`src/rtl/sincronizador_pcs.sv`:
```
`default_nettype none
// +--------------------------------------------------------------------------+
// | Module  : sincronizador_pcs                                              |
// | Brief   : 1000BASE-X receive code-group synchronization state machine.   |
// | Revision: 1.0 - initial release                                          |
// +--------------------------------------------------------------------------+
module sincronizador_pcs #(
  parameter int GOOD_CGS_MAX = 3,
  parameter int GOOD_CGS_W   = 2
) (
  input  logic       clk,
  input  logic       rst_n,
  input  logic       signal_detect,
  input  logic       pudi_valid,
  input  logic [9:0] PUDI,
  input  logic       PUDI_COMMA,
  input  logic       PUDI_D,
  input  logic       PUDI_INVALID,
  output logic       code_sync_status,
  output logic       rx_even,
  output logic [9:0] pudi_out,
  output logic       pudi_out_valid
);

  typedef enum logic [3:0] {
    ST_LOSS = 4'd0,
    ST_CD1  = 4'd1,
    ST_AS1  = 4'd2,
    ST_CD2  = 4'd3,
    ST_AS2  = 4'd4,
    ST_CD3  = 4'd5,
    ST_SA1  = 4'd6,
    ST_SA2  = 4'd7,
    ST_SA2A = 4'd8,
    ST_SA3  = 4'd9,
    ST_SA3A = 4'd10,
    ST_SA4  = 4'd11,
    ST_SA4A = 4'd12
  } state_t;

  localparam logic [GOOD_CGS_W-1:0] c_good_max = GOOD_CGS_W'(GOOD_CGS_MAX);

  state_t                  r_state;
  logic [GOOD_CGS_W-1:0]   r_good_cgs;
  logic                    r_rx_even;
  logic                    r_status;
  logic [9:0]              r_pudi;
  logic                    r_pudi_valid;

  state_t                  w_state_next;
  logic [GOOD_CGS_W-1:0]   w_good_next;
  logic [GOOD_CGS_W-1:0]   w_good_inc;
  logic                    w_good_done;
  logic                    w_cgbad;
  logic                    w_even_next;
  logic                    w_sync_next;

  // A comma landing in the even slot is misaligned and counts as a bad code-group.
  assign w_cgbad     = PUDI_INVALID | (PUDI_COMMA & r_rx_even);
  assign w_good_inc  = (r_good_cgs == c_good_max) ? c_good_max : r_good_cgs + 1'b1;
  assign w_good_done = (w_good_inc == c_good_max);

  always_comb begin
    w_state_next = r_state;
    w_good_next  = r_good_cgs;
    if (!signal_detect) begin
      w_state_next = ST_LOSS;
      w_good_next  = '0;
    end else if (pudi_valid) begin
      w_good_next = '0;
      case (r_state)
        ST_LOSS: if (PUDI_COMMA) w_state_next = ST_CD1;
        ST_CD1:  w_state_next = PUDI_D ? ST_AS1 : ST_LOSS;
        ST_CD2:  w_state_next = PUDI_D ? ST_AS2 : ST_LOSS;
        ST_CD3:  w_state_next = PUDI_D ? ST_SA1 : ST_LOSS;
        ST_AS1: begin
          if (!r_rx_even && PUDI_COMMA) w_state_next = ST_CD2;
          else if (w_cgbad)             w_state_next = ST_LOSS;
        end
        ST_AS2: begin
          if (!r_rx_even && PUDI_COMMA) w_state_next = ST_CD3;
          else if (w_cgbad)             w_state_next = ST_LOSS;
        end
        ST_SA1: if (w_cgbad) w_state_next = ST_SA2;
        // good_cgs is zero in the plain level state, so it shares the A-state logic.
        ST_SA2, ST_SA2A: begin
          if (w_cgbad)          w_state_next = ST_SA3;
          else if (w_good_done) w_state_next = ST_SA1;
          else begin
            w_state_next = ST_SA2A;
            w_good_next  = w_good_inc;
          end
        end
        ST_SA3, ST_SA3A: begin
          if (w_cgbad)          w_state_next = ST_SA4;
          else if (w_good_done) w_state_next = ST_SA2;
          else begin
            w_state_next = ST_SA3A;
            w_good_next  = w_good_inc;
          end
        end
        ST_SA4, ST_SA4A: begin
          if (w_cgbad)          w_state_next = ST_LOSS;
          else if (w_good_done) w_state_next = ST_SA3;
          else begin
            w_state_next = ST_SA4A;
            w_good_next  = w_good_inc;
          end
        end
        default: w_state_next = ST_LOSS;
      endcase
    end
  end

  assign w_even_next = (w_state_next inside {ST_CD1, ST_CD2, ST_CD3}) ? 1'b1 : ~r_rx_even;
  assign w_sync_next = w_state_next inside {ST_SA1, ST_SA2, ST_SA2A, ST_SA3, ST_SA3A,
                                            ST_SA4, ST_SA4A};

  always_ff @(posedge clk or negedge rst_n) begin
    if (!rst_n) begin
      r_state      <= ST_LOSS;
      r_good_cgs   <= '0;
      r_rx_even    <= 1'b0;
      r_status     <= 1'b0;
      r_pudi       <= '0;
      r_pudi_valid <= 1'b0;
    end else begin
      r_state      <= w_state_next;
      r_good_cgs   <= w_good_next;
      r_status     <= w_sync_next;
      r_pudi_valid <= pudi_valid;
      if (pudi_valid) begin
        r_rx_even <= w_even_next;
        r_pudi    <= PUDI;
      end
    end
  end

  assign code_sync_status = r_status;
  assign rx_even          = r_rx_even;
  assign pudi_out         = r_pudi;
  assign pudi_out_valid   = r_pudi_valid;

endmodule
`default_nettype wire

```
`config.mk`:
```
export PLATFORM = sky130hd
export DESIGN_NAME = sincronizador_pcs
export DESIGN_NICKNAME = d
export VERILOG_FILES = /design/src/rtl/sincronizador_pcs.sv
export SDC_FILE = /design/constraint.sdc
export NUM_CORES = 1
export LEC_CHECK = 0
export CELL_PAD_IN_SITES_DETAIL_PLACEMENT = 1
export CELL_PAD_IN_SITES_GLOBAL_PLACEMENT = 1
export CORE_AREA = 2 2 60 62
export DETAILED_ROUTE_END_ITERATION = 16
export DIE_AREA = 0 0 62 64
export GPL_TIMING_DRIVEN = 1
export PLACE_DENSITY = 0.85
export SYNTH_ARGS = -nofsm -noshare
export SYNTH_HDL_FRONTEND = slang
export SYNTH_SLANG_ARGS = --single-unit
export TNS_END_PERCENT = 20
```
`constraint.sdc`:
```
create_clock -name clk -period 2.5 [get_ports clk]
set_clock_uncertainty 0.15 [all_clocks]
set_input_delay 0.25 -clock clk [delete_from_list [all_inputs] [get_ports clk]]
set_output_delay 0.25 -clock clk [all_outputs]
set_load 0.01 [all_outputs]
```
==> results.toml <==
[clocking]
clock-root-buffer = "clkbuf_4"
cts_max_level = 1
cts_max_path_buffers = 2
clk_pin_slew_worst_paths_ns = 0.10
cts_tree = "done"
clk_latency_ns = 0.28
post-cts-setup-buffers = 0
hold_buffers = 0
cts_resized = 0
clkSinkCount = 19
cts_buffers = 3

[hold_path]
hp-class = "in2async"

[synthesis]
yosys_warnings = 0
syn_inst = 114
synth.largest_area_cell = "dfrtp_1"
ys_top_cells_by_area = "dfrtp_1, mux2_2, buf_2"
synth_cell_types = 43
synth_edf_count = 0
ys_ff_latch = 19
synth_ff_type = "dfrtp_1"
avgSynthCellArea_um2 = 10.2
yosysSeqAreaShare = 0.409
syn_nets = 131
synth_most_common_cell = "dfrtp_1"
synth.top_cell.area_share = 0.409
synthTopCellsByCount = "dfrtp_1, mux2_2, nand2_1, buf_2"
async_flop_share = 1.00
synth_area_um2 = 1160

[grt]
track_usage = 0.164
grt_pass1_wl_um = 5000
antenna_found_initial = 0
grt_overflow = 0
grt_start_max_net_pins = 20
grt_pass1_vias = 1055

[sta]
period_share = 0.895
final_max_slew_viol_count = 0
worst_pin_slew_ns = 0.841
hold_viol = 0
slew_headroom = 0.437
rsz0062_at_grt = "no"
worst_slack_ns = 0.263
finalSetupViolCount = 0
max_freq_ghz = 0.447
tns_ns = 0
period_needed_ns = 2.24

[critical_path]
worst_ep_arrival_time_ns = 2.26
start_kind = "flop"
path_depth = 6
crit_top_cell = "and3_1"
cp_top_family = "compound AO/OA/AOI/OAI gates"
r2r_cells = 6
cpMaxStageDelayCell = "dfrtp_1"
path_cells = "o211ai_1, and3_1, and3_1, a22oi_1, a21boi_1, o22a_1"
crit_type = "reg2reg"
slowest_delay_ns = 0.70
required_ns = 2.52
worstSetupEndpointType = "flop"
cp.buffers_inverters = 0
path_max_fanout = 18

[finish]
synthToLayoutAreaGrowth_pct = 27.6
seq_area_um2 = 477
drive_above_1_share = 0.152
nNetsFinal = 156
diodes = 0
fin_util = 0.451
fillers = 380
multiInputGateArea_um2 = 621

[pwr]
internal-power_mw = 0.505
sw_frac_of_total = 0.283
power.density_nw_per_um2 = 475
total_power_mw = 0.705
combPwrFrac = 0.263
power_frac_seq = 0.529
p_switching_mw = 0.199
peakVddDrop_mv = 0.284
p_clk_frac = 0.208
leakagePower_nw = 0.562

[status]
status = "complete, no violations"

[die]
initial_utilization = 0.354
die_h_um = 64
core_um2 = 3280
die_w_um = 62
ios = 30
die_area_um2 = 3970
rows = 21

[drt]
post_drt_wl_per_cell_um = 15.5
dr.pass1.iters = 4
antenna_left = 0
via_per_inst = 5.38
num_vias = 989
drc = 0
wl_um = 2850
drt_iter0_markers = 35

[placed_design]
place_congestion = 0.826
port_buffers = 29
place_ws_ns = 0.203
dp_hpwl_um = 2210

[flow_run]
maxCapViolCount = 0
## cell families (layout without fill, tap and decap cells)
logic type               count (synthesis)  after routing  synth area share
AO/OA/AOI/OAI                           34             34             0.214
XOR/XNOR                                 3              3            0.0226
adder cells (fa/ha/maj)                  1              1           0.00969
buffers and inverters                   11             35            0.0570
flip-flops                              19             19             0.409
multiplexers                            11             11             0.105
AND/OR/NAND/NOR                         35             35             0.182
## metrics by stage
stage	area [um2]	hold WS, ns	instances
finish	1480	0.285	184
detailed placement	1460	0.354	180
CTS	1480	0.311	184
global placement	1460	0.339	180
floorplan	1160	-0.196	114
global route	1480	0.350	184
## cell type report
| cell class | count | area share |
|---|---|---|
| Multi-Input combinational cell | 84 | 0.419 |
| Inverter | 1 | 0.00253 |
| Sequential cell | 19 | 0.322 |
| Timing Repair Buffer | 30 | 0.201 |
| Tap cell | 46 | 0.0388 |
| Clock buffer | 4 | 0.0177 |
## state kept, by name, indices dropped and copies added (netlist names)
register,flops
pudi_out,10
r_state,4
r_good_cgs,2
code_sync_status,1
pudi_out_valid,1
rx_even,1
## worst paths after layout
kind	startpoint	endpoint	slack [ns]
min in group clk	pudi_out[2]$_DFFE_PN0P_	pudi_out[2]$_DFFE_PN0P_	0.37
max	r_state[1]$_DFF_PN0_	code_sync_status$_DFF_PN0_	0.26
max in group asynchronous	rst_n	r_state[2]$_DFF_PN0_	1.34
max reg2reg	r_state[1]$_DFF_PN0_	code_sync_status$_DFF_PN0_	0.26
min reg2reg	pudi_out[2]$_DFFE_PN0P_	pudi_out[2]$_DFFE_PN0P_	0.37
min	rst_n	pudi_out[3]$_DFFE_PN0P_	0.28
## worst register-to-register path: cells and delay by family (launching register included)
kind / cells / cell delay, ns
compound gates: 4 / 0.82
flops: 1 / 0.70
simple gates: 2 / 0.45
## layer usage
layer | part of all wire | up-vias | track usage
met1 | 0.42 | 482 | 0.209
met5 | 0 | - | 0
met2 | 0.49 | 32 | 0.263
met3 | 0.087 | 2 | 0.0587
li1 | - | 473 | -
met4 | 0.0081 | 0 | 0.0319
## power by group through the flow
stage | logic, mW | clock network, mW | registers [mW]
after floorplan | 0.0994 | 0 | 0.365
final | 0.185 | 0.146 | 0.373
after global placement | 0.182 | 0 | 0.376
after detailed placement | 0.187 | 0 | 0.379
after CTS | 0.188 | 0.157 | 0.373
after global routing | 0.202 | 0.169 | 0.380
## cells in the final DEF (no fill, tap or decap), types with 2 or more instances in the layout
cell,instances
a32oi_1,3
a211oi_1,2
nand3b_1,4
and3_1,2
nor2b_1,3
o21ai_1,4
nand2_1,8
a21oi_1,4
clkbuf_4,3
o32ai_1,2
nand2b_1,4
o22ai_1,3
mux2_2,10
a21oi_2,2
a21boi_1,3
xor2_1,2
clkdlybuf4s50_1,29
nor2_1,2
nand3_1,4
dfrtp_1,18
o211ai_1,2
and2_1,2
and3b_1,2
(Power assumes the default switching activity.)
==> patch 1, RTL diff (same flow settings) <==
Reset style: synchronous (`rst_n`), changed in one clocked block.
--- a/src/rtl/sincronizador_pcs.sv
+++ b/src/rtl/sincronizador_pcs.sv
@@ -117,5 +117,5 @@
                                             ST_SA4, ST_SA4A};
 
-  always_ff @(posedge clk or negedge rst_n) begin
+  always_ff @(posedge clk) begin
     if (!rst_n) begin
       r_state      <= ST_LOSS;
Behaviour: differs if rst_n is asserted again (counterexample within 4 cycles, from zero or initial values and one cycle with rst_n low); with rst_n held inactive, the same outputs for 10 cycles.
==> patch 1 against the original RTL <==
Power is 10% lower. Non-clock buffer count rose by 3. Final area is 1.7% higher. Synthesized area is 2.9% higher. Count of clock-buffer cells in the layout unchanged. Sequential share of layout area fell by 6.9 points. Sequential cell count unchanged. Sequential power is 10% lower. Wire length is 4.0% higher. Worst setup slack improved by 0.040 ns.
==> patch 1: results (changes against the original RTL) <==
** Cells and area
- The number of nets in the final layout came to 173 (+11%).
- The ratio of cells with drive above 1 in the final layout was 0.123 (-0.0296).

** Logic synthesis
- Syn Nets :: 145 (+11%)
- Mapped Cells :: 128 (+12%)
- The fraction of registers with async set/reset came to 0 (-1.00).
- Ranked by instance count, the synthesized netlist is headed by 19 x dfxtp_1, 18 x nor2_1, 12 x mux2i_1.
- Sequential-to-total area share from yosys stat :: 0.318 (-0.0911)
- For this run, the leading register cell type out of synthesis is dfxtp_1.
- In the post-synthesis netlist, the biggest area contributors are dfxtp_1 32%, mux2i_1 10%, buf_6 6.6%, nor2_1 5.6%, a32o_1 2.5%.
- The count of different cell masters after synthesis was 47 (+9.3%).

** STA
- The pin slew with the least headroom to its limit is 0.669 ns (-0.172 ns).

** Drt
- Via count normalized by instance count :: 5.16 (-3.9%)
- The average wire length per cell after detail routing was 14.8 um (-4.8%).

** GRT
- Via count of the first global-routing pass :: 1045 (-0.95%)
- The first-pass GRT wire length was 4880 um (-2.3%).
- The pin count of the biggest net entering global routing came to 18 (-10%).
- The total global routing track utilization came to 0.162 (-0.00190).

** Worst setup path
- The worst setup slack for register-to-register paths was 0.30 ns (+0.04 ns).
- The largest fanout on the critical path came to 17 (-1).
- Among all stages on the critical path, the largest delay is contributed by dfxtp_1.
- Count of cells along the worst register-to-register path :: 5 (-1)
- The biggest cell delay along the critical path came to 0.77 ns (+0.07 ns).
- In this run the critical register-to-register path is launched from r_state[1].

** Placement
- Instance area at placement :: 1480 sq um (+1.8%)
- The number of cells in the design after placement came to 197 (+9.4%).
- The estimated wirelength of the detail-placed design came to 2290 um (+3.3%).

** Power and ir drop
- The worst-case vdd ir drop came to 281 uV (-0.80%).
- The leakage power of the design was 0.000585 uW (+4.1%).

** Run status
- The flow ran to the end, and the final reports show no timing, DRC or antenna violations.

** Clocking
- The clock insertion delay at the later pin of the skew report was 0.31 ns (+0.03 ns).

** Hold path
- In this run the worst hold path is classified as reg -> reg.
## patch 1: critical path: cells and delay by family, from the launching register on
family	cells	cell delay [ns]
flops	1	0.77
compound gates	4	0.86
simple gates	1	0.33
## patch 1: power breakdown
part / internal, uW / switching [uW] / leakage, uW
Clock: 62.4 / 95.8 / 0.0000150
Sequential: 317 / 18.4 / 0.000156
Combinational: 77.3 / 62.2 / 0.000415
## patch 1: area by class of cell
cell class | count | area (sq um)
flip-flops and latches | 19 | 380
well taps | 46 | 57.6
fillers | 399 | 1780
multi-input cells | 95 | 708
repair buffers | 33 | 320
inverters | 4 | 15.0
clock buffers | 4 | 26.3
## patch 1: stage by stage
step                power [uW]  worst slack (ns)  utilization
detailed placement         482             0.235        0.451
finish                     633             0.303        0.459
global placement           477             0.260        0.451
CTS                        641             0.312        0.459
global route               672             0.111        0.459
floorplan                  418             0.790            -
## patch 1: how the worst max path moves through the flow
stage	endpoint	slack (ns)	cells past startpoint
4_1_cts	code_sync_status	0.31	5
6_report	code_sync_status	0.30	5
3_5_place_dp	code_sync_status	0.23	6
5_1_grt	code_sync_status	0.11	5
3_3_place_gp	rx_even	0.26	6
2_1_floorplan	rx_even	0.79	6
## patch 1: routing by layer
| layer | vias up | share of wire | track usage |
|---|---|---|---|
| met3 | 4 | 0.045 | 0.0283 |
| met2 | 23 | 0.48 | 0.253 |
| met4 | 0 | 0.014 | 0.0638 |
| li1 | 520 | - | - |
| met5 | - | 0 | 0 |
| met1 | 491 | 0.46 | 0.215 |
## patch 1: cells by family (layout without fill, tap and decap cells)
group / after synthesis / in the layout
xor gates and xnor gates: 3 / 3
DFF: 19 / 19
buffers and inverters: 14 / 41
AOI/OAI and AO/OA: 34 / 34
and+or+nand+nor: 45 / 45
adders and majority gates: 1 / 1
muxes: 12 / 12
==> patch 2, RTL diff (same settings) <==
Made on the original files. The parameter `GOOD_CGS_W` goes from 2 to 4.
--- a/src/rtl/sincronizador_pcs.sv
+++ b/src/rtl/sincronizador_pcs.sv
@@ -7,5 +7,5 @@
 module sincronizador_pcs #(
   parameter int GOOD_CGS_MAX = 3,
-  parameter int GOOD_CGS_W   = 2
+  parameter int GOOD_CGS_W   = 4
 ) (
   input  logic       clk,
Check against the original RTL: no difference found for any inputs over 10 cycles, from zero or initial values and one cycle with rst_n low; that may be too few to reach the edited logic, so the function may still have changed.
==> patch 2 against the original RTL <==
Final area rose by 20%. Sequential power grew 6.4%. Power grew 11%. Worst setup slack worse by 0.25 ns. Wire length increased by 34%. Synthesized area increased by 8.0%. Sequential cell count increased by 2. Largest power group unchanged.
==> patch 2: results (changes against the original RTL) <==
** Run status
- The flow ran to the end, and the final reports show no timing, DRC or antenna violations.

** Power and ir drop
- The worst-case vdd ir drop came to 284 uV (about the same).
- Net Sw Power :: 230 uW (+15%)
- Leakage :: 0.000705 uW (+25%)

** GRT
- Pin count of the biggest net entering global routing :: 22 (+10%)
- Global-route usage over all layers :: 0.210 (+0.0464)
- Global-route wire length before repair :: 6330 um (+27%)
- Number of antenna violations at the first check in global routing :: 0 (unchanged)
- Via count of the first global-routing pass :: 1383 (+31%)
- The total congestion overflow after global routing came to 0 (unchanged).

** Logic synthesis
- Leading cell types by total area after synthesis :: dfrtp_1 42%, mux2_2 9.0%, nor2_1 4.2%, nand2_1 3.0%, a21oi_1 2.4%
- Synth Flop Type :: dfrtp_1
- Sequential-to-total area share from yosys stat :: 0.419 (+0.00970)
- YS warnings :: 0 (unchanged)
- Syn Nets :: 153 (+17%)
- Synthesized area divided by synthesized cell count :: 9.30 sq um (-8.8%)
- Post-synth top cells :: 21 x dfrtp_1, 14 x nor2_1, 10 x mux2_2, 10 x nand2_1, 7 x clkbuf_1
- The fraction of registers with async set/reset is 1.00 (unchanged).
- Distinct cells, synth :: 42 (-2.3%)

** Worst setup path
- The arrival time reported for the critical path endpoint was 2.54 ns (+0.28 ns).
- The largest fanout on the critical path was 4 (-14).
- The biggest cell delay along the critical path was 0.43 ns (-0.27 ns).
- On the critical path, the stage with the largest delay is an instance of dfrtp_1.

** Cells and area
- Final-stage net count :: 195 (+25%)
- The number of cells in the finished layout apart from fillers was 222 (+21%).
- The number of filler cells placed in the layout came to 386 (+1.6%).
- Fraction of final layout cells with drive strength greater than 1 :: 0.233 (+0.0808)

** Clocking
- Clock latency at the later pin of the worst-skew pair :: 0.30 ns (+0.02 ns)
- Clock slew at reported path FFs :: 0.12 ns (+0.02 ns)
- Clk Tree Root Cell :: clkbuf_4

** Drt
- Detailed-routing iteration count for the pre-antenna-repair pass :: 4 (unchanged)
- The total number of vias is 1245 (+26%).
- The average wire length per cell after detail routing is 17.2 um (+11%).
- Violation count after the first detailed-route iteration :: 73 (+110%)

** Hold path
- Hold Crit Class :: in -> async

** Placement
- The post-place setup slack was -0.0740 ns (-0.277 ns).
- Final estimated routing congestion in global placement :: 0.905 (+9.6%)
- The estimated wirelength of the detail-placed design is 2860 um (+29%).
- Port Buffer Count :: 29 (unchanged)

** STA
- The headroom to the max-slew limit was 0.680 (+0.242).
[patch 2: power groups by stage]
stage | registers (uW) | clock network (uW) | logic (uW)
5_1_grt | 402 | 181 | 242
3_3_place_gp | 397 | 0 | 207
2_1_floorplan | 407 | 0 | 80.8
3_5_place_dp | 402 | 0 | 216
6_report | 397 | 163 | 222
4_1_cts | 396 | 170 | 219
[patch 2: repair_timing]
item,4_1_cts,5_1_grt
cloned,0,0
setup buffers,2,0
pin swaps,4,4
resized for setup,6,5
setup endpoints to repair,2,2
[patch 2: worst paths after layout]
check / slack, ns / endpoint / from / depth (start not counted)
worst max-delay path: 0.01 / rx_even / r_good_cgs[1] / 8
worst min-delay path: 0.12 / pudi_out[4] / rst_n / 2
worst max register to register: 0.01 / rx_even / r_good_cgs[1] / 8
worst min register to register: 0.37 / pudi_out[7] / pudi_out[7] / 1
max in group asynchronous: 1.87 / pudi_out[3] / rst_n / 2
min in group clk: 0.37 / pudi_out[7] / pudi_out[7] / 1
[patch 2: cells by family after synthesis]
family / share of synthesized area
flip-flops: 0.419
AND/OR/NAND/NOR: 0.207
multiplexers: 0.0977
adder cells (fa/ha/maj): 0.0189
XOR/XNOR: 0.0140
buffers and inverters: 0.0359
AO/OA/AOI/OAI: 0.207
[patch 2: stage by stage]
stage	util	hold WS [ns]	total power, uW	setup TNS, ns	instance area (sq um)
2_1_floorplan	-	-0.196	488	0	1250
3_3_place_gp	0.510	0.328	604	0	1670
3_5_place_dp	0.510	0.351	618	-0.116	1670
4_1_cts	0.535	0.124	786	-0.00223	1760
5_1_grt	0.543	0.139	825	-0.121	1780
6_report	0.543	0.123	781	0	1780
[patch 2: final cells by class]
cell class	instances	area [sq um]	area share
Clock buffer	3	22.5	0.0126
Timing Repair Buffer	44	407	0.228
Clock inverter	1	5.00	0.00281
Tap cell	46	57.6	0.0323
Inverter	5	18.8	0.0105
Sequential cell	21	526	0.295
Multi-Input combinational cell	102	747	0.419
[patch 2: critical path, delay by kind of cell, from the launching register on]
family | cells | cell delay, ns
AOI/OAI and AO/OA | 2 | 0.53
and+or+nand+nor | 4 | 0.64
DFF | 1 | 0.43
adders and majority gates | 2 | 0.64
[patch 2: metal layers]
metal	up-vias	part of all wire	track usage
met5	-	0	0
met3	9	0.066	0.0445
met4	0	0.024	0.0771
met2	54	0.51	0.350
met1	600	0.40	0.258
li1	582	-	-
